$ cat config.mk
export PLATFORM = sky130hd
export DESIGN_NAME = life_row_stepper
export DESIGN_NICKNAME = d
export VERILOG_FILES = /design/src/rtl/life_row_stepper.sv
export SDC_FILE = /design/constraint.sdc
export NUM_CORES = 1
export LEC_CHECK = 0
export BUFFER_PORTS_ARGS = -buffer_cell sky130_fd_sc_hd__buf_2
export CORE_MARGIN = 4
export CORE_UTILIZATION = 35
export DETAILED_ROUTE_END_ITERATION = 16
export PLACE_DENSITY_LB_ADDON = 0.12
export SYNTH_ARGS = -nofsm -noshare
export SYNTH_HDL_FRONTEND = slang
export SYNTH_SLANG_ARGS = --single-unit
$ cat constraint.sdc
create_clock -name clk -period 7.8 [get_ports clk]
set_input_delay 1.56 -clock clk [delete_from_list [all_inputs] [get_ports clk]]
set_output_delay 1.56 -clock clk [all_outputs]
set_load 0.02 [all_outputs]
$ cat src/rtl/life_row_stepper.sv
// Conway next-generation engine: streams the board one row per cycle through a
// prev/cur/nxt window and writes each new row back. Optional macro: TORUS_WRAP_EN.
module life_row_stepper #(
    parameter int WIDTH  = 8,
    parameter int HEIGHT = 8,
    parameter int GEN_W  = 16
) (
    input  logic                      clk,
    input  logic                      reset,
    input  logic                      start,
    output logic [$clog2(HEIGHT)-1:0] rd_addr,
    input  logic [WIDTH-1:0]          rd_row,
    output logic [WIDTH-1:0]          wr_row,
    output logic [$clog2(HEIGHT)-1:0] wr_addr,
    output logic                      wr_en,
    output logic                      busy,
    output logic                      done,
    output logic [GEN_W-1:0]          gen_count
);
    localparam int AW = $clog2(HEIGHT);
    localparam logic [AW-1:0] LAST_ROW = AW'(HEIGHT - 1);

`ifdef TORUS_WRAP_EN
    typedef enum logic [2:0] {IDLE, PRIME_LAST, PRIME_FIRST, RUN, DONE} state_t;
`else
    typedef enum logic [1:0] {IDLE, PRIME, RUN, DONE} state_t;
`endif

    state_t           r_state;
    state_t           w_state_next;
    logic [WIDTH-1:0] r_prev;
    logic [WIDTH-1:0] r_cur;
    logic [AW-1:0]    r_row;
    logic [WIDTH-1:0] r_wr_row;
    logic [AW-1:0]    r_wr_addr;
    logic             r_wr_en;
    logic             r_done;
    logic [GEN_W-1:0] r_gen_count;
    logic             w_last;
    logic [WIDTH-1:0] w_nxt;
    logic [WIDTH-1:0] w_result;
    logic [WIDTH+1:0] w_prev_x;
    logic [WIDTH+1:0] w_cur_x;
    logic [WIDTH+1:0] w_nxt_x;

    assign w_last = (r_row == LAST_ROW);

`ifdef TORUS_WRAP_EN
    // Row 0 is overwritten before the last row needs it as its lower neighbour.
    logic [WIDTH-1:0] r_row0_save;
    assign w_nxt    = w_last ? r_row0_save : rd_row;
    assign w_prev_x = {r_prev[0], r_prev, r_prev[WIDTH-1]};
    assign w_cur_x  = {r_cur[0],  r_cur,  r_cur[WIDTH-1]};
    assign w_nxt_x  = {w_nxt[0],  w_nxt,  w_nxt[WIDTH-1]};
`else
    assign w_nxt    = w_last ? '0 : rd_row;
    assign w_prev_x = {1'b0, r_prev, 1'b0};
    assign w_cur_x  = {1'b0, r_cur,  1'b0};
    assign w_nxt_x  = {1'b0, w_nxt,  1'b0};
`endif

    // Padded bit j holds column j-1, so column gi sees pads gi..gi+2.
    genvar gi;
    generate
        for (gi = 0; gi < WIDTH; gi++) begin : g_cell
            logic [3:0] w_n;
            assign w_n = 4'(w_prev_x[gi]) + 4'(w_prev_x[gi+1]) + 4'(w_prev_x[gi+2])
                       + 4'(w_cur_x[gi])                       + 4'(w_cur_x[gi+2])
                       + 4'(w_nxt_x[gi])  + 4'(w_nxt_x[gi+1])  + 4'(w_nxt_x[gi+2]);
            assign w_result[gi] = (w_n == 4'd3) || (r_cur[gi] && (w_n == 4'd2));
        end
    endgenerate

    always_ff @(posedge clk) begin
        if (reset) r_state <= IDLE;
        else       r_state <= w_state_next;
    end

    always_comb begin
        w_state_next = r_state;
        rd_addr      = '0;
        busy         = 1'b1;
        case (r_state)
            IDLE: begin
                busy = 1'b0;
`ifdef TORUS_WRAP_EN
                if (start) w_state_next = PRIME_LAST;
            end
            PRIME_LAST: begin
                rd_addr      = LAST_ROW;
                w_state_next = PRIME_FIRST;
            end
            PRIME_FIRST: w_state_next = RUN;
`else
                if (start) w_state_next = PRIME;
            end
            PRIME: w_state_next = RUN;
`endif
            RUN: begin
                rd_addr = w_last ? '0 : r_row + 1'b1;
                if (w_last) w_state_next = DONE;
            end
            DONE:    w_state_next = IDLE;
            default: w_state_next = IDLE;
        endcase
    end

    always_ff @(posedge clk) begin
        if (reset) begin
            r_prev      <= '0;
            r_cur       <= '0;
            r_row       <= '0;
            r_wr_row    <= '0;
            r_wr_addr   <= '0;
            r_wr_en     <= 1'b0;
            r_done      <= 1'b0;
            r_gen_count <= '0;
`ifdef TORUS_WRAP_EN
            r_row0_save <= '0;
`endif
        end else begin
            r_wr_en <= (r_state == RUN);
            r_done  <= (r_state == DONE);
            case (r_state)
`ifdef TORUS_WRAP_EN
                PRIME_LAST: r_prev <= rd_row;
                PRIME_FIRST: begin
                    r_cur       <= rd_row;
                    r_row0_save <= rd_row;
                    r_row       <= '0;
                end
`else
                PRIME: begin
                    r_cur  <= rd_row;
                    r_prev <= '0;
                    r_row  <= '0;
                end
`endif
                RUN: begin
                    r_wr_row  <= w_result;
                    r_wr_addr <= r_row;
                    r_prev    <= r_cur;
                    r_cur     <= w_nxt;
                    r_row     <= r_row + 1'b1;
                end
                DONE:    r_gen_count <= r_gen_count + 1'b1;
                default: ;
            endcase
        end
    end

    assign wr_row    = r_wr_row;
    assign wr_addr   = r_wr_addr;
    assign wr_en     = r_wr_en;
    assign done      = r_done;
    assign gen_count = r_gen_count;
endmodule

Word level (Yosys, flattened, before mapping)
Cells that the tools add are included.
{"block": "classes", "addsub": 51, "multipliers": 0, "n_div": 0, "order_cmp": 0, "eq_ne": 22, "shifts": 0, "mux": 10, "n_bitwise": 0, "reduce_logical": 19}
{"op": "adder 4 x 1 -> 4 bit", "count": 28}
{"op": "== test 4 x 2 -> 1 bit, second input constant", "count": 16}
{"op": "one-hot mux 8 bit (2 select lines)", "count": 2}
{"op": "adder 3 x 1 -> 4 bit", "count": 7}
{"op": "adder 2 x 1 -> 3 bit", "count": 7}
{"op": "adder 16 x 1 -> 16 bit, second input constant", "count": 1}
{"op": "adder 1 x 1 -> 2 bit", "count": 7}
{"op": "logical AND 1 bit", "count": 8}
{"op": "logical OR 1 bit", "count": 8}
{"op": "2-to-1 mux 8 bit", "count": 1}
{"op": "one-hot mux 2 bit (4 select lines)", "count": 1}
{"op": "2-to-1 mux 3 bit", "count": 2}
{"op": "one-hot mux 3 bit (2 select lines)", "count": 1}
{"op": "== test 2 bit, second input constant", "count": 2}
{"op": "2-to-1 mux 2 bit", "count": 2}
{"op": "!= test 2 bit, second input constant", "count": 2}
{"op": "adder 3 x 1 -> 3 bit, second input constant", "count": 1}
{"op": "== test 3 bit, second input constant", "count": 1}
{"op": "== test 2 x 1 -> 1 bit, second input constant", "count": 1}
{"op": "zero test 2 bit", "count": 1}
{"op": "AND reduction 2 bit", "count": 1}
{"op": "nonzero test 2 bit", "count": 1}
{"op": "2-to-1 mux 1 bit", "count": 1}
{"block": "word_totals", "regBits": 50, "latch_bits": 0, "ramBits": 0, "rom_bits": 0, "word_cells": 111, "mem_count": 0}

Depth between registers and ports, before layout
{"block": "logic_depth", "depth_word": 10, "mapped_depth": 14}

Least setup slack after synthesis
No wires, ideal clock.
{"block": "synth_timing", "path_type": "input to register", "startpoint": "in rd_row[0]", "endpoint": "reg r_wr_row[1] (netlist: wr_row[1])", "setup_ps": 101, "arrival_ps": 3922, "t_required_ps": 7699, "slack_ps": 3777, "cell_stages": 11, "path_buffers": 0, "path_cell_list": "nor2b_1 > fa_1 > inv_1 > fa_1 > inv_1 > fa_1 > inv_1 > fa_1 > a2111oi_0 > a21oi_1 > o41ai_1"}
{"block": "synth_via", "elab_chain_cells": 7, "word_cells_on_any_way": 8}
{"item": "start: declaration", "line_no": "12", "source": "input logic [WIDTH-1:0] rd_row,"}
{"item": "2-to-1 mux 8 bit (*)", "line_no": "56", "source": "assign w_nxt = w_last ? '0 : rd_row;"}
{"item": "adder 4 x 1 -> 4 bit (*) (3 in series)", "line_no": "69", "source": "+ 4'(w_nxt_x[gi]) + 4'(w_nxt_x[gi+1]) + 4'(w_nxt_x[gi+2]);"}
{"item": "== test 4 x 2 -> 1 bit", "line_no": "70", "source": "assign w_result[gi] = (w_n == 4'd3) || (r_cur[gi] && (w_n == 4'd2));"}
{"item": "logical AND 1 bit", "line_no": "70"}
{"item": "logical OR 1 bit (*)", "line_no": "70"}
{"item": "end signal: assignment", "line_no": "140", "source": "r_wr_row <= w_result;"}
{"item": "end: declaration", "line_no": "34", "source": "logic [WIDTH-1:0] r_wr_row;"}
Mark *: on every way between the ends. The rest lies on a longest branch, timed or not.
A chain may end at the register's enable or synchronous reset.

Worst setup path after layout
Same ends and word-level chain as after synthesis.

==> results.sh <==
export IMPL_status="finished clean"
export IMPL_min_period_ns=3.93
export IMPL_crit_fanout=2
export IMPL_via_count=2452
export IMPL_syn_avg_cell_area_um2=9.05
export IMPL_routed_via_density=4.89
export IMPL_worst_setup_hold_path_clk_slew_ns=0.11
export IMPL_cp_arrival_ns=4.15
export IMPL_max_clock_freq_mhz=254
export IMPL_required_ns=8.02
export IMPL_setup_ws_ns=3.87
export IMPL_yosysTopAreaCell="dfxtp_1"
export IMPL_syn_area_um2=3220
export IMPL_hold_class="reg -> reg"
export IMPL_diodes=0
export IMPL_synth_nets=422
export IMPL_final_layout_size_suffix_gt1_share_pct=14.5
export IMPL_cts_sinks=50
export IMPL_rsz0062_at_grt="no"
export IMPL_overflow=0
export IMPL_seq_area_frac_synth_pct=31.1
export IMPL_slew_violations=0
export IMPL_hold_viol=0
export IMPL_synthDistinctLibCells=38
export IMPL_slew_headroom_pct=33.4
export IMPL_numPlacedInstances=493
export IMPL_die_y_um=104
export IMPL_tightest_slew_ns=0.999
export IMPL_power_density_nw_per_um2=251
export IMPL_dpl_hpwl_um=5070
export IMPL_dp_slack_ns=3.52
export IMPL_worstSetupEndpointType="flip-flop"
export IMPL_final_cell_area_um2=3610
export IMPL_start_util_pct=36.4
export IMPL_totalPowerFinal_w=0.000908
export IMPL_cts_buffers=5
export IMPL_synth_top_area_share_pct=31.1
export IMPL_nFillCells=920
export IMPL_grt_pass1_vias=2426
export IMPL_cts_path_max_buffers=2
export IMPL_start_kind="input pin"
export IMPL_first_pass_iters=4
export IMPL_synthTopCellsByArea="dfxtp_1 31%, fa_1 17%, ha_1 10%"
export IMPL_syn_to_final_growth_pct=12.1
export IMPL_core_area_um2=8850
export IMPL_port_buffers=43
export IMPL_synth_cells=356
export IMPL_drt_initial_drc_count=110
export IMPL_cts_htree_levels=2
export IMPL_synth_seq_cells=50
export IMPL_crit_type="in -> reg"
export IMPL_cts_resized=0
export IMPL_post_route_period_util_pct=50.4
export IMPL_cts_root_buffer="clkbuf_8"
export IMPL_grt_use_total_pct=13.3
export IMPL_finalNetCount=458
export IMPL_ant_nets=0
export IMPL_wl_per_cell_um=13.7
export IMPL_p_leak_nw=1.60
export IMPL_finalNonFillerCells=501
export IMPL_cts_hold_fix_buffers=0
export IMPL_clock_skew_ns=0.00813
export IMPL_grt_max_degree=44
export IMPL_drc=0
export IMPL_placed_cell_area_um2=3520
export IMPL_wl_um=6840
export IMPL_ios=44
export IMPL_dieArea_um2=10800
export IMPL_fin_tns_setup_ns=0
export IMPL_maxCapViolations=0
export IMPL_setup_viol=0
export IMPL_yosysWarnings=0
export IMPL_std_cell_rows=34
export IMPL_grt_pass1_wl_um=12000
export IMPL_insertion_delay_ns=0.31
export IMPL_antenna_found_initial=1
export IMPL_die_w_um=104
export IMPL_irDropWorstVdd_mv=0.193
export IMPL_postCtsSetupBuffers=0
export IMPL_cts_tree="built"
export IMPL_finalWeightedCongestion=0.757
Yosys cell counts (all sizes together):
master   count
ha          27
o211ai       1
or3          3
nand2b      25
nor4         2
fa          28
a221oi       1
clkbuf      12
mux2         1
nand2       14
o31ai        1
a2111oi      1
nand4        6
nor2        29
and2         2
a21oi       30
inv         50
clkinv       1
o311ai       1
o41ai        2
a31o         1
or2          1
nor3         2
nand3       26
mux2i        5
o21ai       12
or4          1
o2111ai      1
buf          2
xnor2        7
dfxtp       50
nor2b        3
xor2         3
a32o         5
routing by layer:
metal | global-route usage [%] | part of all wire (%) | vias to the layer above | wire [µm]
li1 | - | - | 1244 | -
met2 | 20.8 | 46 | 28 | 3130
met1 | 19.0 | 51 | 1174 | 3460
met4 | 2.85 | 0.56 | 2 | 38
met5 | 0 | 0.18 | - | 12
met3 | 2.61 | 2.9 | 4 | 200
worst max-delay path, stage by stage:
cell	delay (ns)
buf_2	0.09
nor2b_1	0.25
fa_1	0.45
inv_1	0.08
fa_1	0.40
inv_1	0.07
fa_1	0.17
inv_1	0.05
fa_1	0.37
a2111oi_0	0.29
a21oi_1	0.08
o41ai_1	0.28
cell usage in the layout (no fill, tap or decap), types with 2 or more instances in the layout:
master,instances
a21oi_1,30
a32o_1,5
and2_1,2
buf_2,43
clkbuf_8,5
dfxtp_1,50
fa_1,28
ha_1,27
inv_1,50
mux2i_1,5
nand2_1,14
nand2b_1,25
nand3_1,26
nand4_1,5
nor2_1,29
nor2b_1,3
nor3_1,2
nor4_1,2
o21ai_0,12
o41ai_1,2
or3_2,2
xnor2_1,7
xor2_1,3
state kept, by name, indices dropped and copies added (netlist names):
signal     cells
wr_addr        3
r_state        2
wr_en          1
wr_row         8
r_prev         8
gen_count     16
done           1
r_cur          8
r_row          3
metrics by stage:
stage          hold WS, ns  utilization [%]
6_report             0.482             40.8
4_1_cts              0.484             40.8
5_1_grt              0.520             40.8
2_1_floorplan        0.450                -
3_5_place_dp         0.466             39.7
3_3_place_gp         0.462             39.7
report_power, final:
| group | internal (W) | leakage [nW] | total [W] | switching (W) |
|---|---|---|---|---|
| clock network | 0.0000673 | 0.0506 | 0.000166 | 0.0000985 |
| logic | 0.000170 | 1.14 | 0.000419 | 0.000249 |
| registers | 0.000288 | 0.405 | 0.000324 | 0.0000353 |
| total | 0.000526 | 1.60 | 0.000908 | 0.000383 |
cell type report:
cell class | instances | area, µm² | area share [%]
clock buffer | 5 | 68.8 | 1.90
clock inverter | 3 | 28.8 | 0.796
inverter | 51 | 191 | 5.30
multi-input combinational | 241 | 1970 | 54.6
sequential | 50 | 1000 | 27.7
tap | 108 | 135 | 3.74
timing repair buffer | 43 | 215 | 5.96
final timing paths:
check | from | end | slack, ns | depth (start not counted)
hold reg to reg | wr_row[0] | wr_row[0] | 0.48 | 2
setup / recovery | rd_row[0] | wr_row[1] | 3.87 | 12
setup reg to reg | r_row[0] | wr_row[1] | 4.26 | 13
hold / removal | wr_row[0] | wr_row[0] | 0.48 | 2
logic make-up after synthesis:
group / share of synthesized area, %
mux: 1.90
buf+inv: 7.72
simple gates: 18.3
xor+xnor: 2.72
flops: 31.1
fa+ha+maj: 27.9
compound gates: 10.4
Power figures use the tool's default switching activity.
